### config.mk
export PLATFORM = sky130hd
export DESIGN_NAME = lsu_responder
export DESIGN_NICKNAME = d
export VERILOG_FILES = /design/src/rtl/lsu_responder.sv
export SDC_FILE = /design/constraint.sdc
export NUM_CORES = 1
export LEC_CHECK = 0
export ABC_AREA = 1
export CORE_AREA = 3 3 121 146
export DETAILED_ROUTE_END_ITERATION = 10
export DIE_AREA = 0 0 124 149
export PLACE_DENSITY = 0.77
export RECOVER_POWER = 25
export SYNTH_ARGS = -nofsm -noshare
export SYNTH_HDL_FRONTEND = slang
export SYNTH_SLANG_ARGS = --single-unit
### constraint.sdc
create_clock -name clk -period 3.85 [get_ports clk]
set_input_delay 0.9625 -clock clk [delete_from_list [all_inputs] [get_ports clk]]
set_output_delay 0.9625 -clock clk [all_outputs]
set_load 0.02 [all_outputs]
### src/rtl/lsu_responder.sv
// Single-outstanding LSU bridge onto a gnt/rvalid memory port, with timeout.
// Define LSU_RESP_MISALIGN_EN to reject misaligned half/word accesses.
module lsu_responder #(
    parameter int TIMEOUT = 16
) (
    input  logic        clk,
    input  logic        rst_n,
    input  logic        lsu_ren,
    input  logic        lsu_wen,
    input  logic [1:0]  lsu_type,
    input  logic [31:0] lsu_addr_base,
    input  logic [31:0] lsu_addr_offset,
    input  logic [31:0] lsu_wdata,
    output logic        lsu_done,
    output logic [31:0] lsu_rdata,
    output logic        lsu_err,
    output logic        mem_req,
    output logic        mem_we,
    output logic [31:0] mem_addr,
    output logic [3:0]  mem_be,
    output logic [31:0] mem_wdata,
    input  logic        mem_gnt,
    input  logic        mem_rvalid,
    input  logic [31:0] mem_rdata
);

    localparam int CW = (TIMEOUT > 1) ? $clog2(TIMEOUT) : 1;
    localparam logic [CW-1:0] CNT_LAST = CW'(TIMEOUT - 1);

    typedef enum logic [1:0] {
        IDLE,
        REQ,
        WAIT_RVALID,
        RESP
    } state_t;

    state_t      state;
    logic [CW-1:0] cnt;
    logic [1:0]  lane;
    logic [1:0]  size;

    logic [31:0] req_addr;
    logic [31:0] req_addr_al;
    logic        req_misal;
    logic        req_bad;
    logic [3:0]  req_be;
    logic [31:0] req_wdata;
    logic [31:0] rd_shift;
    logic [31:0] rd_ext;

    always_comb begin
        req_addr  = lsu_addr_base + lsu_addr_offset;
        req_misal = ((lsu_type == 2'b01) && req_addr[0])
                  || ((lsu_type == 2'b10) && (req_addr[1:0] != 2'b00));
        req_bad   = (lsu_ren && lsu_wen) || (lsu_type == 2'b11);
        req_addr_al = req_addr;
`ifdef LSU_RESP_MISALIGN_EN
        req_bad = req_bad || req_misal;
`else
        // Misaligned accesses are silently rounded down to their natural size.
        if (req_misal) begin
            if (lsu_type == 2'b01)
                req_addr_al[0] = 1'b0;
            else
                req_addr_al[1:0] = 2'b00;
        end
`endif
        unique case (1'b1)
            lsu_type == 2'b00: begin
                req_be    = 4'b0001 << req_addr_al[1:0];
                req_wdata = {4{lsu_wdata[7:0]}};
            end
            lsu_type == 2'b01: begin
                req_be    = 4'b0011 << req_addr_al[1:0];
                req_wdata = {2{lsu_wdata[15:0]}};
            end
            default: begin
                req_be    = 4'b1111;
                req_wdata = lsu_wdata;
            end
        endcase
    end

    always_comb begin
        rd_shift = mem_rdata >> {lane, 3'b000};
        unique case (1'b1)
            size == 2'b00: rd_ext = {24'h0, rd_shift[7:0]};
            size == 2'b01: rd_ext = {16'h0, rd_shift[15:0]};
            default:       rd_ext = rd_shift;
        endcase
    end

    always_ff @(posedge clk or negedge rst_n) begin
        if (!rst_n) begin
            state     <= IDLE;
            cnt       <= '0;
            lane      <= 2'b00;
            size      <= 2'b00;
            lsu_done  <= 1'b0;
            lsu_err   <= 1'b0;
            lsu_rdata <= 32'h0;
            mem_req   <= 1'b0;
            mem_we    <= 1'b0;
            mem_addr  <= 32'h0;
            mem_be    <= 4'h0;
            mem_wdata <= 32'h0;
        end else begin
            lsu_done  <= 1'b0;
            lsu_err   <= 1'b0;
            lsu_rdata <= 32'h0;
            unique case (state)
                IDLE: begin
                    if (lsu_ren || lsu_wen) begin
                        if (req_bad) begin
                            state    <= RESP;
                            lsu_done <= 1'b1;
                            lsu_err  <= 1'b1;
                        end else begin
                            state     <= REQ;
                            cnt       <= '0;
                            mem_req   <= 1'b1;
                            mem_we    <= lsu_wen;
                            mem_addr  <= {req_addr_al[31:2], 2'b00};
                            mem_be    <= req_be;
                            mem_wdata <= req_wdata;
                            lane      <= req_addr_al[1:0];
                            size      <= lsu_type;
                        end
                    end
                end
                REQ: begin
                    if (mem_gnt) begin
                        mem_req <= 1'b0;
                        cnt     <= '0;
                        if (mem_we) begin
                            state    <= RESP;
                            lsu_done <= 1'b1;
                        end else begin
                            state <= WAIT_RVALID;
                        end
                    end else if (cnt == CNT_LAST) begin
                        mem_req  <= 1'b0;
                        state    <= RESP;
                        lsu_done <= 1'b1;
                        lsu_err  <= 1'b1;
                    end else begin
                        cnt <= cnt + CW'(1);
                    end
                end
                WAIT_RVALID: begin
                    if (mem_rvalid) begin
                        state     <= RESP;
                        lsu_done  <= 1'b1;
                        lsu_rdata <= rd_ext;
                    end else if (cnt == CNT_LAST) begin
                        state    <= RESP;
                        lsu_done <= 1'b1;
                        lsu_err  <= 1'b1;
                    end else begin
                        cnt <= cnt + CW'(1);
                    end
                end
                RESP: begin
                    state <= IDLE;
                end
            endcase
        end
    end

endmodule

==> results.json <==
{
  "run_status": "finished clean",
  "finalClockSkew_ps": 10.0,
  "initial_cell_density_of_the_core_pct": 44.7,
  "clock-root-buffer": "sky130_fd_sc_hd__clkbuf_16",
  "cts_post_setup_buffers_inserted": 0,
  "cpMaxStageDelayCell": "sky130_fd_sc_hd__clkdlybuf4s50_1",
  "routabilityCongestion": 0.879,
  "worstHoldPathCells": 2,
  "cp.buffers_inverters": 3,
  "layout.cells.most_common_list": "sky130_fd_sc_hd__nand2_1 (397), sky130_fd_sc_hd__clkdlybuf4s50_1 (236), sky130_fd_sc_hd__inv_1 (140)",
  "worstPathCellList": "clkdlybuf4s50_1 -> ha_1 -> inv_1 -> fa_1 -> inv_1 -> nand3_1 -> nand3_1 -> nand3_1 -> nand3_1 -> nand2_1 -> nand2_1 -> nand2_1 -> nand3_1 -> nand2_1",
  "yosys.area_share.xor_xnor_pct": 1.92,
  "min_delay_src": "mem_addr[23]",
  "report.final.setup_viol": 0,
  "hold-path-endpoint": "mem_addr[23]",
  "vdd.ir_drop.worst_mv": 0.295,
  "fp.coreArea_um2": 16300,
  "finalHoldViolCount": 0,
  "floorplan.rows": 51,
  "reg2reg_depth": 8,
  "clock_sinks": 112,
  "cts.repair.resized": 0,
  "critPathMaxFanout": 3,
  "register_area_um2": 2800,
  "synth_seq_cells": 112,
  "wirelength_mm": 21.4,
  "critPathArrivalTime_ps": 3020,
  "place_worst_setup_slack_ps": 715,
  "ff2ff_setup_slack_ps": 1620,
  "die_w_um": 124,
  "synth_area_in_compound_gates_pct": 11.6,
  "power_leakage_nw": 5.16,
  "detailedRoute.firstPassIterationCount": 5,
  "cts-buffers-inserted": 9,
  "yosys.area_share.simple_pct": 29.7,
  "fmax_mhz": 359,
  "total_power_mw": 5.71,
  "nFillCells": 1525,
  "critical_path_required_ps": 4080,
  "rr_startpoint": "state[1]",
  "powerDensity_nw_per_um2": 565,
  "synth_area_per_cell_um2": 6.95,
  "critPathTopFamily": "simple AND/OR/NAND/NOR gates",
  "timing_worst_setup_path_type": "primary input to register",
  "p_comb_share_pct": 49.9,
  "synth_async_sr_flop_share_pct": 100,
  "wire_length_of_the_first_global_routing_pass_mm": 34.2,
  "share_of_post_route_cells_with_drive_strength_above_1_pct": 2.81,
  "yosys-mux-area-fraction_pct": 1.10,
  "ctsHoldBuffers": 0,
  "synth_flop_cell": "sky130_fd_sc_hd__dfrtp_1",
  "hold_path.class": "register to register",
  "sequentialPowerShare_pct": 32.1,
  "fin_util_pct": 61.9,
  "layoutNonFillerInstCount": 1491,
  "final_common_cell": "sky130_fd_sc_hd__nand2_1",
  "start_kind": "primary input",
  "cts.clk_slew.worst_paths_ps": 70,
  "clock_latency_ps": 350,
  "power.switching_fraction_pct": 40.3,
  "post_synth_num_cell_types": 39,
  "yosys.area_share.adder_pct": 6.62,
  "place_area_um2": 9780,
  "timing_max_transition_violations_final": 0,
  "vias_in_the_first_global_route": 7028,
  "cp-end-kind": "register",
  "maximum_number_of_pins_on_one_net_before_global_route_repair": 58,
  "count_of_flip_flops_with_a_built_in_enable_after_synthesis": 0,
  "numPlacedInstances": 1475,
  "synthesis.yosys.warnings": 0,
  "viasPerCell": 4.92,
  "drtIter0Drc": 428,
  "finish.net_count": 1448,
  "netlist_instances": 1050,
  "design.die.area_um2": 18500,
  "wl_per_cell_um": 14.4,
  "multiInputGateArea_um2": 3730,
  "final_min_period_over_clock_period_pct": 72.4,
  "syn-cell-area_um2": 7300,
  "clockPowerShare_pct": 18.0,
  "hold_slack_ps": 482,
  "max-clock-path-buffers": 2,
  "synth.yosys.seq_area_share_pct": 38.4,
  "io-pin-count": 240,
  "grt_antenna_before_repair": 0,
  "setup_repair_after_global_routing_missed_its_margin": "false",
  "gr-usage-all-layers_pct": 23.3,
  "post-route-drc-count": 0,
  "cap_violations": 0,
  "cpPeakStageDelay_ps": 460,
  "dominant_combinational_cell_family_by_area_after_synthesis": "simple AND/OR/NAND/NOR gates",
  "final_design_area_no_fill_um2": 10100,
  "period_needed_ps": 2790,
  "detailroute.via_count": 7334,
  "area_growth_syn_to_layout_pct": 38.6,
  "crit-reg2reg-capture": "mem_be[3]",
  "setup-tns-final_ps": 0,
  "dp_hpwl_mm": 17.2,
  "power.switching_mw": 2.30,
  "num_antenna_cells": 0,
  "port_buffers": 237,
  "slew_at_the_pin_closest_to_its_max_slew_limit_ps": 1440,
  "grt_overflow_total": 0,
  "fin_ws_ps": 1060,
  "power_report.internal_total_mw": 3.41,
  "antenna_violating_nets_post_route": 0,
  "timing.slew.headroom_pct": 4.20,
  "tritoncts": "done",
  "crit_path_frequent_cell": "sky130_fd_sc_hd__nand3_1",
  "clock_tree.htree_level_count": 3,
  "die_y_um": 149
}
-- cells in the mapped netlist, types with 2 or more instances --
library cell                 n  area share (%)
sky130_fd_sc_hd__a21oi_1    57             3.9
sky130_fd_sc_hd__a311oi_1    8            0.96
sky130_fd_sc_hd__a31oi_1     8            0.69
sky130_fd_sc_hd__buf_2      10            0.69
sky130_fd_sc_hd__buf_4       9            0.93
sky130_fd_sc_hd__buf_6       8             1.2
sky130_fd_sc_hd__clkbuf_1    6            0.31
sky130_fd_sc_hd__dfrtp_1   112              38
sky130_fd_sc_hd__ha_1       37             6.3
sky130_fd_sc_hd__inv_1     140             7.2
sky130_fd_sc_hd__inv_2       4            0.21
sky130_fd_sc_hd__mux2i_1     8             1.1
sky130_fd_sc_hd__nand2_1   397              20
sky130_fd_sc_hd__nand2_2     2            0.17
sky130_fd_sc_hd__nand3_1    47             3.2
sky130_fd_sc_hd__nand3b_1    4            0.41
sky130_fd_sc_hd__nand4_1     5            0.43
sky130_fd_sc_hd__nor2_1     85             4.4
sky130_fd_sc_hd__nor3_1      5            0.34
sky130_fd_sc_hd__o211ai_1    4            0.41
sky130_fd_sc_hd__o21a_1      2            0.21
sky130_fd_sc_hd__o21ai_0     6            0.41
sky130_fd_sc_hd__o21ai_1    51             3.5
sky130_fd_sc_hd__o21ai_2     2            0.24
sky130_fd_sc_hd__o21bai_1    5            0.51
sky130_fd_sc_hd__xnor2_1    14             1.7
sky130_fd_sc_hd__xor2_1      2            0.24
-- power groups by stage --
stage	clock network [mW]	logic, mW	registers (mW)
2_1_floorplan	0	1.25	2.25
3_3_place_gp	0	2.84	1.85
3_5_place_dp	0	2.88	1.86
4_1_cts	1.05	2.88	1.84
5_1_grt	1.09	3.15	1.88
6_report	1.03	2.85	1.83
-- tightest hold or removal path, cell delays in order (launching register included) --
cell and delay (ps):
sky130_fd_sc_hd__dfrtp_1 350, sky130_fd_sc_hd__nand2_1 50, sky130_fd_sc_hd__nand2_1 50
-- metal layers --
metal	part of all wire, %	GRT usage (%)
met3	7.1	4.21
met5	0	0
met4	2.8	8.16
met1	40	27.8
met2	50	41.5
-- flip-flops by register name, indices dropped and copies added, names as in the netlist, 2 cells and up --
name       count
mem_wdata     32
mem_addr      30
state          2
mem_be         4
size           2
lsu_rdata     32
cnt            4
lane           2
-- how the worst max path moves through the flow --
stage	startpoint	end	slack (ps)	cells after the start
6_report	lsu_addr_base[0]	mem_addr[28]	1060	14
3_5_place_dp	lsu_addr_base[0]	mem_addr[28]	720	14
2_1_floorplan	lsu_addr_base[0]	mem_addr[28]	1450	13
5_1_grt	lsu_addr_base[0]	mem_addr[20]	870	14
4_1_cts	lsu_addr_base[0]	mem_addr[28]	1080	14
3_3_place_gp	lsu_addr_base[0]	mem_addr[28]	750	14
-- cell families after synthesis --
| group | Yosys count |
|---|---|
| and+or+nand+nor | 548 |
| buffers and inverters | 178 |
| AOI/OAI and AO/OA | 149 |
| DFF | 112 |
| adders and majority gates | 38 |
| xor gates and xnor gates | 16 |
| muxes | 8 |
| other | 1 |
-- layout make-up --
class | instances | area share [%]
clock inverter | 6 | 0.891
clock buffer | 10 | 2.36
tap | 212 | 2.62
sequential | 112 | 27.7
inverter | 145 | 5.38
multi-input combinational | 761 | 36.9
timing repair buffer | 245 | 24.1
(Power assumes the default switching activity.)
